### src/rtl/spi_codec_config_sequencer.sv
// Walks the codec register table and issues one SPI transaction per entry via spi_master.
// Define SPI_CODEC_READBACK_EN to read back and verify entries 3-7 after each write.
module spi_codec_config_sequencer #(
  parameter int unsigned SPI_DATA_WIDTH = 32,
  parameter int unsigned GAP_CYCLES     = 16,
  parameter int unsigned TIMEOUT_CYCLES = 4096
) (
  input  logic                      i_clock,
  input  logic                      i_reset,
  input  logic                      i_start,
  input  logic [SPI_DATA_WIDTH-1:0] i_data,
  input  logic                      i_done,
  input  logic                      i_busy,
  output logic                      o_enable,
  output logic [SPI_DATA_WIDTH-1:0] o_data,
  output logic                      o_busy,
  output logic                      o_done,
  output logic                      o_error,
  output logic [1:0]                o_error_code,
  output logic [2:0]                o_error_index
);

  localparam int unsigned GW = $clog2(GAP_CYCLES + 2);
  localparam int unsigned TW = $clog2(TIMEOUT_CYCLES + 2);

  typedef enum logic [2:0] {
    S_IDLE, S_LOAD, S_ISSUE, S_WAIT, S_GAP, S_FINISH
`ifdef SPI_CODEC_READBACK_EN
    , S_CHECK
`endif
  } state_t;

  state_t                    state_q, state_d;
  logic [2:0]                idx_q, idx_d;
  logic                      rd_q, rd_d;
  logic [GW-1:0]             gap_q, gap_d;
  logic [TW-1:0]             to_q, to_d;
  logic [SPI_DATA_WIDTH-1:0] data_q, data_d;
  logic                      err_q, err_d;
  logic [1:0]                code_q, code_d;
  logic [2:0]                eidx_q, eidx_d;
  logic                      start_q, arm_q;
  logic                      start_edge;
  logic                      to_gap, advance;
  logic [23:0]               entry_w;
  logic                      unused_data;
`ifdef SPI_CODEC_READBACK_EN
  logic [7:0]                rbyte_q, rbyte_d;
`endif

  function automatic logic [23:0] table_entry(input logic [2:0] i);
    case (i)
      3'd3:    table_entry = {16'h4000, 8'h01};
      3'd4:    table_entry = {16'h4015, 8'h01};
      3'd5:    table_entry = {16'h4019, 8'h03};
      3'd6:    table_entry = {16'h402A, 8'h03};
      3'd7:    table_entry = {16'h40F9, 8'h7F};
      default: table_entry = {16'h4000, 8'h00};
    endcase
  endfunction

  assign entry_w     = table_entry(idx_q);
  assign unused_data = ^i_data;
  // arm_q blocks a start that was already high when reset released
  assign start_edge  = i_start & ~start_q & arm_q;

  always_comb begin
    state_d  = state_q;
    idx_d    = idx_q;
    rd_d     = rd_q;
    gap_d    = gap_q;
    to_d     = to_q;
    data_d   = data_q;
    err_d    = err_q;
    code_d   = code_q;
    eidx_d   = eidx_q;
    to_gap   = 1'b0;
    advance  = 1'b0;
    o_enable = 1'b0;
`ifdef SPI_CODEC_READBACK_EN
    rbyte_d  = rbyte_q;
`endif
    case (state_q)
      S_IDLE, S_FINISH: begin
        if (start_edge) begin
          err_d   = 1'b0;
          code_d  = 2'b00;
          eidx_d  = 3'd0;
          idx_d   = 3'd0;
          rd_d    = 1'b0;
          state_d = S_LOAD;
        end
      end
      S_LOAD: begin
        data_d       = '0;
        data_d[31:0] = {7'b0, rd_q, entry_w[23:8], rd_q ? 8'h00 : entry_w[7:0]};
        state_d      = S_ISSUE;
      end
      S_ISSUE: begin
        if (!i_busy) begin
          o_enable = 1'b1;
          to_d     = TW'(1);
          state_d  = S_WAIT;
        end
      end
      S_WAIT: begin
        if (i_done) begin
`ifdef SPI_CODEC_READBACK_EN
          if (rd_q) begin
            rbyte_d = i_data[7:0];
            state_d = S_CHECK;
          end else
`endif
          to_gap = 1'b1;
        end else if (to_q >= TW'(TIMEOUT_CYCLES)) begin
          err_d   = 1'b1;
          code_d  = 2'b01;
          eidx_d  = idx_q;
          state_d = S_FINISH;
        end else begin
          to_d = to_q + 1'b1;
        end
      end
      S_GAP: begin
        if (gap_q >= GW'(GAP_CYCLES)) advance = 1'b1;
        else gap_d = gap_q + 1'b1;
      end
`ifdef SPI_CODEC_READBACK_EN
      S_CHECK: begin
        if (rbyte_q != entry_w[7:0]) begin
          err_d   = 1'b1;
          code_d  = 2'b10;
          eidx_d  = idx_q;
          state_d = S_FINISH;
        end else begin
          to_gap = 1'b1;
        end
      end
`endif
      default: state_d = S_IDLE;
    endcase

    // A zero gap skips the GAP state entirely and advances straight away
    if (to_gap) begin
      if (GAP_CYCLES == 0) begin
        advance = 1'b1;
      end else begin
        gap_d   = GW'(1);
        state_d = S_GAP;
      end
    end

    if (advance) begin
`ifdef SPI_CODEC_READBACK_EN
      if (!rd_q && idx_q >= 3'd3) begin
        rd_d    = 1'b1;
        state_d = S_LOAD;
      end else
`endif
      if (idx_q == 3'd7) begin
        state_d = S_FINISH;
      end else begin
        idx_d   = idx_q + 3'd1;
        rd_d    = 1'b0;
        state_d = S_LOAD;
      end
    end
  end

  always_ff @(posedge i_clock) begin
    if (i_reset) begin
      state_q <= S_IDLE;
      idx_q   <= '0;
      rd_q    <= 1'b0;
      gap_q   <= '0;
      to_q    <= '0;
      data_q  <= '0;
      err_q   <= 1'b0;
      code_q  <= '0;
      eidx_q  <= '0;
      start_q <= 1'b0;
      arm_q   <= 1'b0;
`ifdef SPI_CODEC_READBACK_EN
      rbyte_q <= '0;
`endif
    end else begin
      state_q <= state_d;
      idx_q   <= idx_d;
      rd_q    <= rd_d;
      gap_q   <= gap_d;
      to_q    <= to_d;
      data_q  <= data_d;
      err_q   <= err_d;
      code_q  <= code_d;
      eidx_q  <= eidx_d;
      start_q <= i_start;
      arm_q   <= arm_q | ~i_start;
`ifdef SPI_CODEC_READBACK_EN
      rbyte_q <= rbyte_d;
`endif
    end
  end

  assign o_data        = data_q;
  assign o_busy        = (state_q != S_IDLE) && (state_q != S_FINISH);
  assign o_done        = (state_q == S_FINISH);
  assign o_error       = err_q;
  assign o_error_code  = code_q;
  assign o_error_index = eidx_q;

endmodule

### config.mk
export PLATFORM = sky130hd
export DESIGN_NAME = spi_codec_config_sequencer
export DESIGN_NICKNAME = d
export VERILOG_FILES = /design/src/rtl/spi_codec_config_sequencer.sv
export SDC_FILE = /design/constraint.sdc
export NUM_CORES = 1
export LEC_CHECK = 0
export CORE_ASPECT_RATIO = 1.2
export CORE_MARGIN = 2
export CORE_UTILIZATION = 30
export CTS_CLUSTER_DIAMETER = 80
export CTS_CLUSTER_SIZE = 14
export DETAILED_ROUTE_END_ITERATION = 10
export GPL_ROUTABILITY_DRIVEN = 1
export PLACE_DENSITY = 0.58
export SETUP_SLACK_MARGIN = 0.4
export SLEW_MARGIN = 10
export SYNTH_ARGS = -nofsm -noshare
export SYNTH_HDL_FRONTEND = slang
export SYNTH_SLANG_ARGS = --single-unit
export TNS_END_PERCENT = 50
### constraint.sdc
create_clock -name i_clock -period 1.7 [get_ports i_clock]
set_input_delay 0.255 -clock i_clock [delete_from_list [all_inputs] [get_ports i_clock]]
set_output_delay 0.255 -clock i_clock [all_outputs]
set_load 0.1 [all_outputs]
==> metrics <==
status complete, no violations; period utilization 89.8%; routed len/inst 12.1 um; Yosys warnings 0; Crit Path Max Fanout 6; setup ws final 173 ps; cts bufs inserted 5; CP arrival 1270 ps; die height 96.9 um; ratio of cells with drive above 1 in the final layout 36.4%; clock edge transition at the registers on the reported setup and hold paths 80 ps; residual DRC count 0; io pins 78; top post-synthesis cells by area dfxtp_1, buf_4, nor2_1, a21oi_1, ha_1; CP endpoint kind primary output; fin util 47.3%; core area 0.00690 mm^2; TritonCTS clock tree yes; diode count 0; Post-synth EDFFs 0; total wire length 4860 um; H-tree levels 2; cts hold-fix bufs 0; port buffer count 29; worst setup path start state_q[0]$_SDFFE_PP0P_; vias per cell 4.75; die area 0.00790 mm^2; max-cap check violation count 0; Reg2Reg Launch Point state_q[1]$_SDFFE_PP0P_; syn_area_per_cell 8.34 um^2; Post-Synthesis Cells 259; first-iteration detailed-routing DRC count 63; Final Hold Fails 0; clock skew 7.26 ps; CTS max path bufs 2; Area after DPL 0.00284 mm^2; max-slew violation count 0; HP Class reg2reg; clock latency on the worst-skew pair 300 ps; vias 1914; largest net degree at the start of global routing 14; clock sinks 42; Worst setup SP type flip-flop; pre-CTS WS -112 ps; post-synthesis register bit count 42; hold_ws 452 ps; vias in the first global route 1779; pwr/cell area 1270 mW/mm^2; drt first pass iters 4; Fmax 655 MHz; asr flop ratio synth 0%; Lkg Pwr 1.27 nW; HP Start arm_q$_SDFF_PP0_; RSZ-0062 raised after global routing true; post-DP HPWL 3230 um; Die Wd 81.5 um; initial core utilization 31.3%; Post-Syn Area 0.00216 mm^2; peak supply drop 1.01 mV; row cnt 33; clk root buf clkbuf_8; Layout area overhead 51.0%; Yosys top cell area share 38.9%; initial antenna violation count 0; # setup viols final 0; setup TNS 0 ps; min cycle time layout 1530 ps; gp weighted congestion 0.804; ANT nets after route 0; GRT Overall Usage 12.4%; final net count 360; global-route wire length before repair 7940 um; r2r setup slk 260 ps; final instance area 0.00326 mm^2; leading area contributor after synthesis dfxtp_1; Placed Cells 377; Yosys cell types 49; CP required 1440 ps; final non-filler cell total 403; path type of the worst setup path reg2out; ys flop type dfxtp_1; GRT overflow 0; Total Power 4.13 mW; register area share after synthesis 38.9%
## metal layers
layer | vias to the layer above | track usage, % | share of wire, %
met5 | - | 0 | 0
met4 | 0 | 3.52 | 1.5
met3 | 7 | 2.71 | 3.6
met2 | 43 | 21.3 | 53
met1 | 904 | 15.1 | 42
li1 | 960 | - | -
## report_power, final
part           total, mW  internal (mW)  switching, mW
Sequential          1.21           1.08          0.129
Clock              0.685          0.327          0.358
Combinational       2.24          0.912           1.32
Total               4.13           2.32           1.81
## final timing paths
path	cells after the start	end
setup / recovery	4	o_busy
hold reg to reg	2	arm_q$_SDFF_PP0_
setup reg to reg	5	state_q[2]$_SDFFE_PP0P_
hold / removal	2	arm_q$_SDFF_PP0_
## cell type report
type / instances / area [um^2]
clock buffers: 6 / 82.6
inverters: 10 / 37.5
multi-input cells: 186 / 1270
clock inverters: 2 / 12.5
well taps: 87 / 109
repair buffers: 70 / 886
flip-flops and latches: 42 / 861
fillers: 643 / 3630
## worst max-delay path: stages (launching register included)
cell and delay [ps]:
dfxtp_4 380, nor2b_4 140, nor3_2 190, inv_1 100
buf_12 170
## what timing repair did
action / 4_1_cts / 5_1_grt
setup buffers: 11 / 6
gates cloned: 0 / 1
setup endpoints to repair: 46 / 44
pin swaps: 8 / 7
gates resized for setup: 41 / 14
## kinds of logic (layout without fill, tap and decap cells)
| kind of cell | after synthesis | count (layout) | share of synthesized area (%) |
|---|---|---|---|
| AO/OA/AOI/OAI | 51 | 51 | 15.5 |
| XOR/XNOR | 10 | 10 | 4.06 |
| adder cells (fa/ha/maj) | 8 | 8 | 4.64 |
| buffers and inverters | 46 | 88 | 12.7 |
| flip-flops | 42 | 42 | 38.9 |
| multiplexers | 1 | 1 | 0.464 |
| other | 1 | 16 | 0.174 |
| AND/OR/NAND/NOR | 100 | 100 | 23.5 |
## state kept, by name, summed over array words and instances (netlist names), 3 cells and up
| name | cells |
|---|---|
| gap_q | 5 |
| idx_q | 3 |
| o_data | 11 |
| o_error_index | 3 |
| state_q | 3 |
| to_q | 13 |
## cells in the final DEF, fill, tap and decap left out, drive strengths merged, types with 2 or more instances in the layout
master,count
nand4,4
nor2,36
a22o,3
inv,10
and3b,2
or3,4
o21ai,6
nand2,16
nand2b,8
nor2b,3
clkdlybuf4s50,2
o21a,2
nand3,6
a21oi,23
dlygate4sd2,2
xor2,6
a211oi,4
ha,8
dfxtp,42
o21bai,2
clkbuf,6
nor3,12
o211ai,2
buf,65
conb,16
xnor2,4
## Yosys cell counts (all sizes together), types with 2 or more instances
master	number
xnor2	4
clkbuf	4
nor3	12
inv	10
xor2	6
a211oi	4
a21oi	23
nand3	6
nand2	16
or3	4
a22o	3
ha	8
and3b	2
o21a	2
o21bai	2
buf	32
o211ai	2
dfxtp	42
nor2	36
nor2b	3
nand2b	8
o21ai	6
nand4	4
Note: power is estimated with default switching activity, not from simulation.
